**src/rtl/pong_pkg.sv**
```systemverilog
// Shared constants and types for the pong video path.
// Holds the standard 640x480@60 timing numbers, the default colour depth,
// the rgb channel struct and a small window-compare helper used to decode
// the sync intervals from the raster counters.
package pong_pkg;

    localparam int PONG_H_ACTIVE   = 32'd640;
    localparam int PONG_H_FP       = 32'd16;
    localparam int PONG_H_SYNC     = 32'd96;
    localparam int PONG_H_BP       = 32'd48;
    localparam int PONG_V_ACTIVE   = 32'd480;
    localparam int PONG_V_FP       = 32'd10;
    localparam int PONG_V_SYNC     = 32'd2;
    localparam int PONG_V_BP       = 32'd33;
    localparam int PONG_COLOR_BITS = 32'd4;

    typedef struct packed {
        logic [PONG_COLOR_BITS-1:0] red;
        logic [PONG_COLOR_BITS-1:0] green;
        logic [PONG_COLOR_BITS-1:0] blue;
    } rgb_t;

    // True when val lies in [lo, lo+len-1]; done at 32 bits so that a window
    // ending exactly at the line/frame total cannot overflow the counter width.
    function automatic logic in_window(input logic [31:0] val,
                                       input logic [31:0] lo,
                                       input logic [31:0] len);
        return (val >= lo) && (val < (lo + len));
    endfunction

endpackage

```
**src/rtl/vga_px_pipe.sv**
```systemverilog
// Strobe-enabled delay line for the pad-side pixel data.
// Ports:
//   clk, reset : clock and asynchronous active-high reset (clears all stages)
//   clr        : synchronous clear of all stages (generator idle)
//   stb        : pixel strobe; stages shift only when high, hold otherwise
//   din        : data captured on the strobe
//   dout       : last stage, i.e. din delayed by DEPTH strobes
module vga_px_pipe
    import pong_pkg::*;
#(
    parameter int WIDTH = 14,
    parameter int DEPTH = 2
)(
    input  logic             clk,
    input  logic             reset,
    input  logic             clr,
    input  logic             stb,
    input  logic [WIDTH-1:0] din,
    output logic [WIDTH-1:0] dout
);

    if ((DEPTH < 1) || (DEPTH > 4)) begin : g_bad_depth
        $error("vga_px_pipe: DEPTH must be in 1..4");
    end

    logic [WIDTH-1:0] stage_r [DEPTH];

    // Shift register advancing one stage per pixel strobe.
    always_ff @(posedge clk or posedge reset) begin
        if (reset) begin
            stage_r <= '{default: '0};
        end else if (clr) begin
            stage_r <= '{default: '0};
        end else if (stb) begin
            stage_r[0] <= din;
            for (int i = 1; i < DEPTH; i++) begin
                stage_r[i] <= stage_r[i-1];
            end
        end else begin
            stage_r <= stage_r;
        end
    end

    assign dout = stage_r[DEPTH-1];

endmodule

```
**src/rtl/vga_timing_gen.sv**
```systemverilog
// VGA raster timing generator with aligned pad outputs.
// A clock divider produces the pixel strobe; horizontal/vertical counters
// walk the raster; sync levels and blanked colour are pushed through a
// PIPE-deep strobe-enabled delay line so colour and syncs reach the pads
// together.
// Ports:
//   clk, reset, enable          : clock, async active-high reset, run enable
//   pix_en                      : one-clk pixel strobe
//   hcount, vcount              : current column / line
//   active                      : current position is inside the visible area
//   line_start, frame_start     : one-clk pulses at column 0 / pixel (0,0)
//   red_in, green_in, blue_in   : colour for the current hcount/vcount
//   red, green, blue            : registered pad colour
//   hsync, vsync                : registered pad syncs
//   frame_cnt                   : completed-frame counter (wraps at 2^16)
module vga_timing_gen
    import pong_pkg::*;
#(
    parameter int H_ACTIVE   = PONG_H_ACTIVE,
    parameter int H_FP       = PONG_H_FP,
    parameter int H_SYNC     = PONG_H_SYNC,
    parameter int H_BP       = PONG_H_BP,
    parameter int V_ACTIVE   = PONG_V_ACTIVE,
    parameter int V_FP       = PONG_V_FP,
    parameter int V_SYNC     = PONG_V_SYNC,
    parameter int V_BP       = PONG_V_BP,
    parameter bit HSYNC_POL  = 1'b0,
    parameter bit VSYNC_POL  = 1'b0,
    parameter int CLK_DIV    = 32'd1,
    parameter int COLOR_BITS = PONG_COLOR_BITS,
    parameter int PIPE       = 32'd2,
    localparam int H_TOTAL   = H_ACTIVE + H_FP + H_SYNC + H_BP,
    localparam int V_TOTAL   = V_ACTIVE + V_FP + V_SYNC + V_BP,
    localparam int HW        = $clog2(H_TOTAL),
    localparam int VW        = $clog2(V_TOTAL)
)(
    input  logic                  clk,
    input  logic                  reset,
    input  logic                  enable,
    output logic                  pix_en,
    output logic [HW-1:0]         hcount,
    output logic [VW-1:0]         vcount,
    output logic                  active,
    output logic                  line_start,
    output logic                  frame_start,
    input  logic [COLOR_BITS-1:0] red_in,
    input  logic [COLOR_BITS-1:0] green_in,
    input  logic [COLOR_BITS-1:0] blue_in,
    output logic [COLOR_BITS-1:0] red,
    output logic [COLOR_BITS-1:0] green,
    output logic [COLOR_BITS-1:0] blue,
    output logic                  hsync,
    output logic                  vsync,
    output logic [15:0]           frame_cnt
);

    if (CLK_DIV < 1) begin : g_bad_clk_div
        $error("vga_timing_gen: CLK_DIV must be >= 1");
    end
    if ((PIPE < 1) || (PIPE > 4)) begin : g_bad_pipe
        $error("vga_timing_gen: PIPE must be in 1..4");
    end

    localparam int DIV_W  = (CLK_DIV > 1) ? $clog2(CLK_DIV) : 1;
    localparam int PIPE_W = 3 * COLOR_BITS + 2;

    logic [DIV_W-1:0]      div_r;
    logic [HW-1:0]         hcount_r;
    logic [VW-1:0]         vcount_r;
    logic [15:0]           frame_cnt_r;

    logic                  div_last_s;
    logic                  pix_en_s;
    logic                  h_last_s;
    logic                  v_last_s;
    logic                  in_area_s;
    logic                  hs_raw_s;
    logic                  vs_raw_s;
    logic [COLOR_BITS-1:0] red_blank_s;
    logic [COLOR_BITS-1:0] green_blank_s;
    logic [COLOR_BITS-1:0] blue_blank_s;
    logic [PIPE_W-1:0]     pipe_din_s;
    logic [PIPE_W-1:0]     pipe_dout_s;

    // With CLK_DIV=1 the last-count value is 0, so the divider sits at 0 and
    // the strobe stays high. The strobe is gated by enable combinationally so
    // that the very first enabled cycle already carries a strobe at (0,0).
    assign div_last_s = (div_r == DIV_W'(CLK_DIV - 1));
    assign pix_en_s   = enable && !reset && (div_r == '0);
    assign h_last_s   = (hcount_r == HW'(H_TOTAL - 1));
    assign v_last_s   = (vcount_r == VW'(V_TOTAL - 1));
    assign in_area_s  = (hcount_r < HW'(H_ACTIVE)) && (vcount_r < VW'(V_ACTIVE));

    assign hs_raw_s = in_window(32'(hcount_r), 32'(H_ACTIVE + H_FP), 32'(H_SYNC));
    assign vs_raw_s = in_window(32'(vcount_r), 32'(V_ACTIVE + V_FP), 32'(V_SYNC));

    assign red_blank_s   = in_area_s ? red_in   : '0;
    assign green_blank_s = in_area_s ? green_in : '0;
    assign blue_blank_s  = in_area_s ? blue_in  : '0;

    // Clock divider producing one strobe every CLK_DIV cycles.
    always_ff @(posedge clk or posedge reset) begin
        if (reset) begin
            div_r <= '0;
        end else if (!enable) begin
            div_r <= '0;
        end else if (div_last_s) begin
            div_r <= '0;
        end else begin
            div_r <= div_r + DIV_W'(1);
        end
    end

    // Raster position counters, advanced on each pixel strobe.
    always_ff @(posedge clk or posedge reset) begin
        if (reset) begin
            hcount_r <= '0;
            vcount_r <= '0;
        end else if (!enable) begin
            hcount_r <= '0;
            vcount_r <= '0;
        end else if (pix_en_s) begin
            if (h_last_s) begin
                hcount_r <= '0;
                if (v_last_s) begin
                    vcount_r <= '0;
                end else begin
                    vcount_r <= vcount_r + VW'(1);
                end
            end else begin
                hcount_r <= hcount_r + HW'(1);
                vcount_r <= vcount_r;
            end
        end else begin
            hcount_r <= hcount_r;
            vcount_r <= vcount_r;
        end
    end

    // Completed-frame counter; survives enable dropping, cleared only by reset.
    always_ff @(posedge clk or posedge reset) begin
        if (reset) begin
            frame_cnt_r <= 16'd0;
        end else if (pix_en_s && h_last_s && v_last_s) begin
            frame_cnt_r <= frame_cnt_r + 16'd1;
        end else begin
            frame_cnt_r <= frame_cnt_r;
        end
    end

    // Syncs travel as "asserted" flags so a cleared stage means deasserted.
    assign pipe_din_s = {red_blank_s, green_blank_s, blue_blank_s, hs_raw_s, vs_raw_s};

    vga_px_pipe #(
        .WIDTH (PIPE_W),
        .DEPTH (PIPE)
    ) u_px_pipe (
        .clk   (clk),
        .reset (reset),
        .clr   (!enable),
        .stb   (pix_en_s),
        .din   (pipe_din_s),
        .dout  (pipe_dout_s)
    );

    assign pix_en      = pix_en_s;
    assign hcount      = hcount_r;
    assign vcount      = vcount_r;
    assign active      = in_area_s && enable && !reset;
    assign line_start  = pix_en_s && (hcount_r == '0);
    assign frame_start = pix_en_s && (hcount_r == '0) && (vcount_r == '0);
    assign frame_cnt   = frame_cnt_r;

    assign red   = pipe_dout_s[PIPE_W-1 -: COLOR_BITS];
    assign green = pipe_dout_s[2*COLOR_BITS+1 -: COLOR_BITS];
    assign blue  = pipe_dout_s[COLOR_BITS+1 -: COLOR_BITS];
    assign hsync = pipe_dout_s[1] ? HSYNC_POL : ~HSYNC_POL;
    assign vsync = pipe_dout_s[0] ? VSYNC_POL : ~VSYNC_POL;

endmodule

```
**config.mk**
```make
export PLATFORM = sky130hd
export DESIGN_NAME = vga_timing_gen
export DESIGN_NICKNAME = d
export VERILOG_FILES = /design/src/rtl/pong_pkg.sv /design/src/rtl/vga_px_pipe.sv /design/src/rtl/vga_timing_gen.sv
export SDC_FILE = /design/constraint.sdc
export NUM_CORES = 1
export LEC_CHECK = 0
export CAP_MARGIN = 20
export CORE_ASPECT_RATIO = 1.2
export CORE_UTILIZATION = 54
export CTS_CLUSTER_SIZE = 40
export DETAILED_ROUTE_END_ITERATION = 10
export PLACE_DENSITY_LB_ADDON = 0.05
export SLEW_MARGIN = 20
export SYNTH_ARGS = -nofsm -noshare
export SYNTH_HDL_FRONTEND = slang
export SYNTH_SLANG_ARGS = --single-unit
```
**constraint.sdc**
```tcl
create_clock -name clk -period 7.4 [get_ports clk]
set_clock_uncertainty 0.2 [all_clocks]
set_input_delay 1.85 -clock clk [delete_from_list [all_inputs] [get_ports clk]]
set_output_delay 1.85 -clock clk [all_outputs]
set_load 0.01 [all_outputs]
```
==> impl_metrics.ini <==
[place]
port_buffers = 68
place.gp.congestion = 0.7743
dp_hpwl_um = 4102

[floorplanning]
die_area_mm2 = 0.005978
top_level_ports = 69
coreArea_mm2 = 0.005370
initial_utilization_pct = 57.04
fp-row-count = 29
die_w_um = 70.75
die-height_um = 84.50

[clock_tree]
cts_tree = built
cts_buffer_depth = 2
postCtsSetupRepairBufs = 0
cts_root_buf = clkbuf_8
insertion_delay_ps = 340
postCtsResizedCells = 0
ctsHoldBuffers = 0
cts_sinks = 64
cts.reportedPaths.clkPinSlew_ps = 70
numCtsBuffers = 9
h-tree-depth = 3

[routing]
firstDrtPassIters = 7
drtIter0Drc = 152
drcViolationCount = 14
via_count = 2300
ant_nets = 0
vias_per_cell = 5.569
wirelength_um = 6224
wire_per_inst_um = 15.07

[yosys]
synth_fp_nets = 305
syn_area_mm2 = 0.003063
synth_ff_type = dfrtp_1
ys_ff_latch = 64
synth.avg_cell_area_um2 = 10.75
yosysUniqueCellTypes = 39
synthesis.instances = 285
synthArstFlopShare_pct = 100.0
ys_seq_area_share_pct = 52.29
synth_edf_count = 0
yosysWarnings = 0

[critical_path]
crit_type = in2out
worst-path-max-fanout = 22
crit_path_end_kind = output pin
worst_ep_arrival_time_ps = 3820
r2r_setup_slack_ps = 5000
crit_path_start_kind = input pin
worstPathRequired_ps = 5350

[timing]
hold_viol = 0
fin_crit_ps = 5871
fmax_mhz = 170.3
tns_ps = 0
tightest_slew_ps = 956.9
grt_setup_unrepaired = false
finalSetupViolCount = 0
fin_crit_sh_pct = 79.33
slew_headroom_pct = 35.97
holdWs_ps = 268.8
maxSlewViolCount = 0

[grt]
grt_usage_pct = 21.48
grt_pass1_vias = 2155
grt_pass1_wl_um = 10030
overflow = 0
grt_start_max_net_pins = 67
antenna_found_initial = 0

[run_status]
violations = design-rule violations
status = finished, violations left

[cells_and_area]
layout_commonest_cell = clkdlybuf4s50_1
diodes = 0
layout_common_cells = clkdlybuf4s50_1, dfrtp_1, nor2_1
area_growth_pct = 27.57
drive_above_1_share_pct = 7.977
nets = 367

[pwr]
powerDensity_mw_per_mm2 = 180.0
vdd_drop_max_mv = 0.09968
leakagePower_nw = 1.730

[run]
cap_violations = 0

[worst_hold_path]
hp-class = reg2reg
## cell families (layout without fill, tap and decap cells)
logic type                 Yosys count  after routing  synth area share [%]
adders and majority gates            5              5                 2.042
buffers and inverters               32             98                 5.515
and+or+nand+nor                    110            110                 19.81
DFF                                 64             64                 52.29
xor gates and xnor gates            27             27                 7.721
AOI/OAI and AO/OA                   31             31                 7.230
muxes                               16             16                 5.392
## per-stage QoR
| stage | total power [mW] | std cells | utilization, % | cell area [µm²] | worst slack, ps |
|---|---|---|---|---|---|
| 2_1_floorplan | 0.3977 | 285 | - | 3063 | 1069 |
| 3_3_place_gp | 0.4205 | 398 | 69.27 | 3720 | 1567 |
| 3_5_place_dp | 0.4206 | 398 | 69.27 | 3720 | 1533 |
| 4_1_cts | 0.7104 | 413 | 72.76 | 3908 | 1523 |
| 5_1_grt | 0.7275 | 413 | 72.76 | 3908 | 1396 |
| 6_report | 0.7034 | 413 | 72.76 | 3908 | 1529 |
## critical path, stage by stage
cell,delay (ps)
clkdlybuf4s50_1,450
buf_4,330
inv_2,60
nand2_1,110
inv_1,110
and4b_1,220
buf_4,180
clkdlybuf4s50_1,490
## cell usage after synthesis, types with 2 or more instances
cell / count / area share [%]
or3_1: 5 / 1.0
or3_4: 2 / 0.74
buf_2: 3 / 0.49
nand2_1: 18 / 2.2
nor4_1: 2 / 0.41
xor2_1: 8 / 2.3
nand4_1: 13 / 2.7
o31ai_2: 2 / 0.82
and3_1: 3 / 0.61
mux2i_1: 15 / 4.9
buf_1: 2 / 0.25
inv_1: 12 / 1.5
and4_1: 2 / 0.57
ha_1: 5 / 2.0
nor4b_1: 2 / 0.57
a21oi_1: 8 / 1.3
and4b_1: 2 / 0.65
a22o_1: 12 / 3.4
xnor2_1: 19 / 5.4
nor2_1: 35 / 4.3
o21ai_0: 7 / 1.1
nor3_1: 4 / 0.65
and2_1: 2 / 0.41
nand3_1: 11 / 1.8
buf_4: 12 / 2.9
clkbuf_1: 3 / 0.37
dfrtp_1: 64 / 52
## report_power, final
group	switching [mW]	leakage (nW)	internal, mW
logic	0.0270	0.757	0.0248
registers	0.00516	0.880	0.357
clock network	0.127	0.0925	0.163
total	0.159	1.73	0.544
## area by class of cell
class | count | area (µm²)
well taps | 62 | 77.57
clock buffers | 12 | 145.1
flip-flops and latches | 64 | 1602
inverters | 12 | 45.04
repair buffers | 71 | 703.2
fillers | 409 | 1463
multi-input cells | 189 | 1292
clock inverters | 3 | 42.54
## per-layer routing
layer	wire, µm	part of all wire (%)	track usage, %
met1	2985	48	29.13
met2	2846	46	33.48
met3	277	4.5	4.202
met4	115	1.8	9.818
met5	0	0	0
## sequential cells by signal, summed over array words and instances, names as in the netlist
signal	cells
frame_cnt	16
u_px_pipe.dout	14
u_px_pipe.stage_r	14
hcount	10
vcount	10
## worst paths after layout
| check | from | cells after the start | endpoint |
|---|---|---|---|
| worst max register to register | hcount[1] | 5 | vcount[4] |
| worst min-delay path | frame_cnt[15] | 1 | frame_cnt[15] |
| min in group asynchronous | reset | 4 | hcount[1] |
| worst min register to register | frame_cnt[15] | 1 | frame_cnt[15] |
| worst max-delay path | reset | 8 | active |
| max in group asynchronous | reset | 4 | u_px_pipe.dout[3] |
Power figures use the tool's default switching activity.
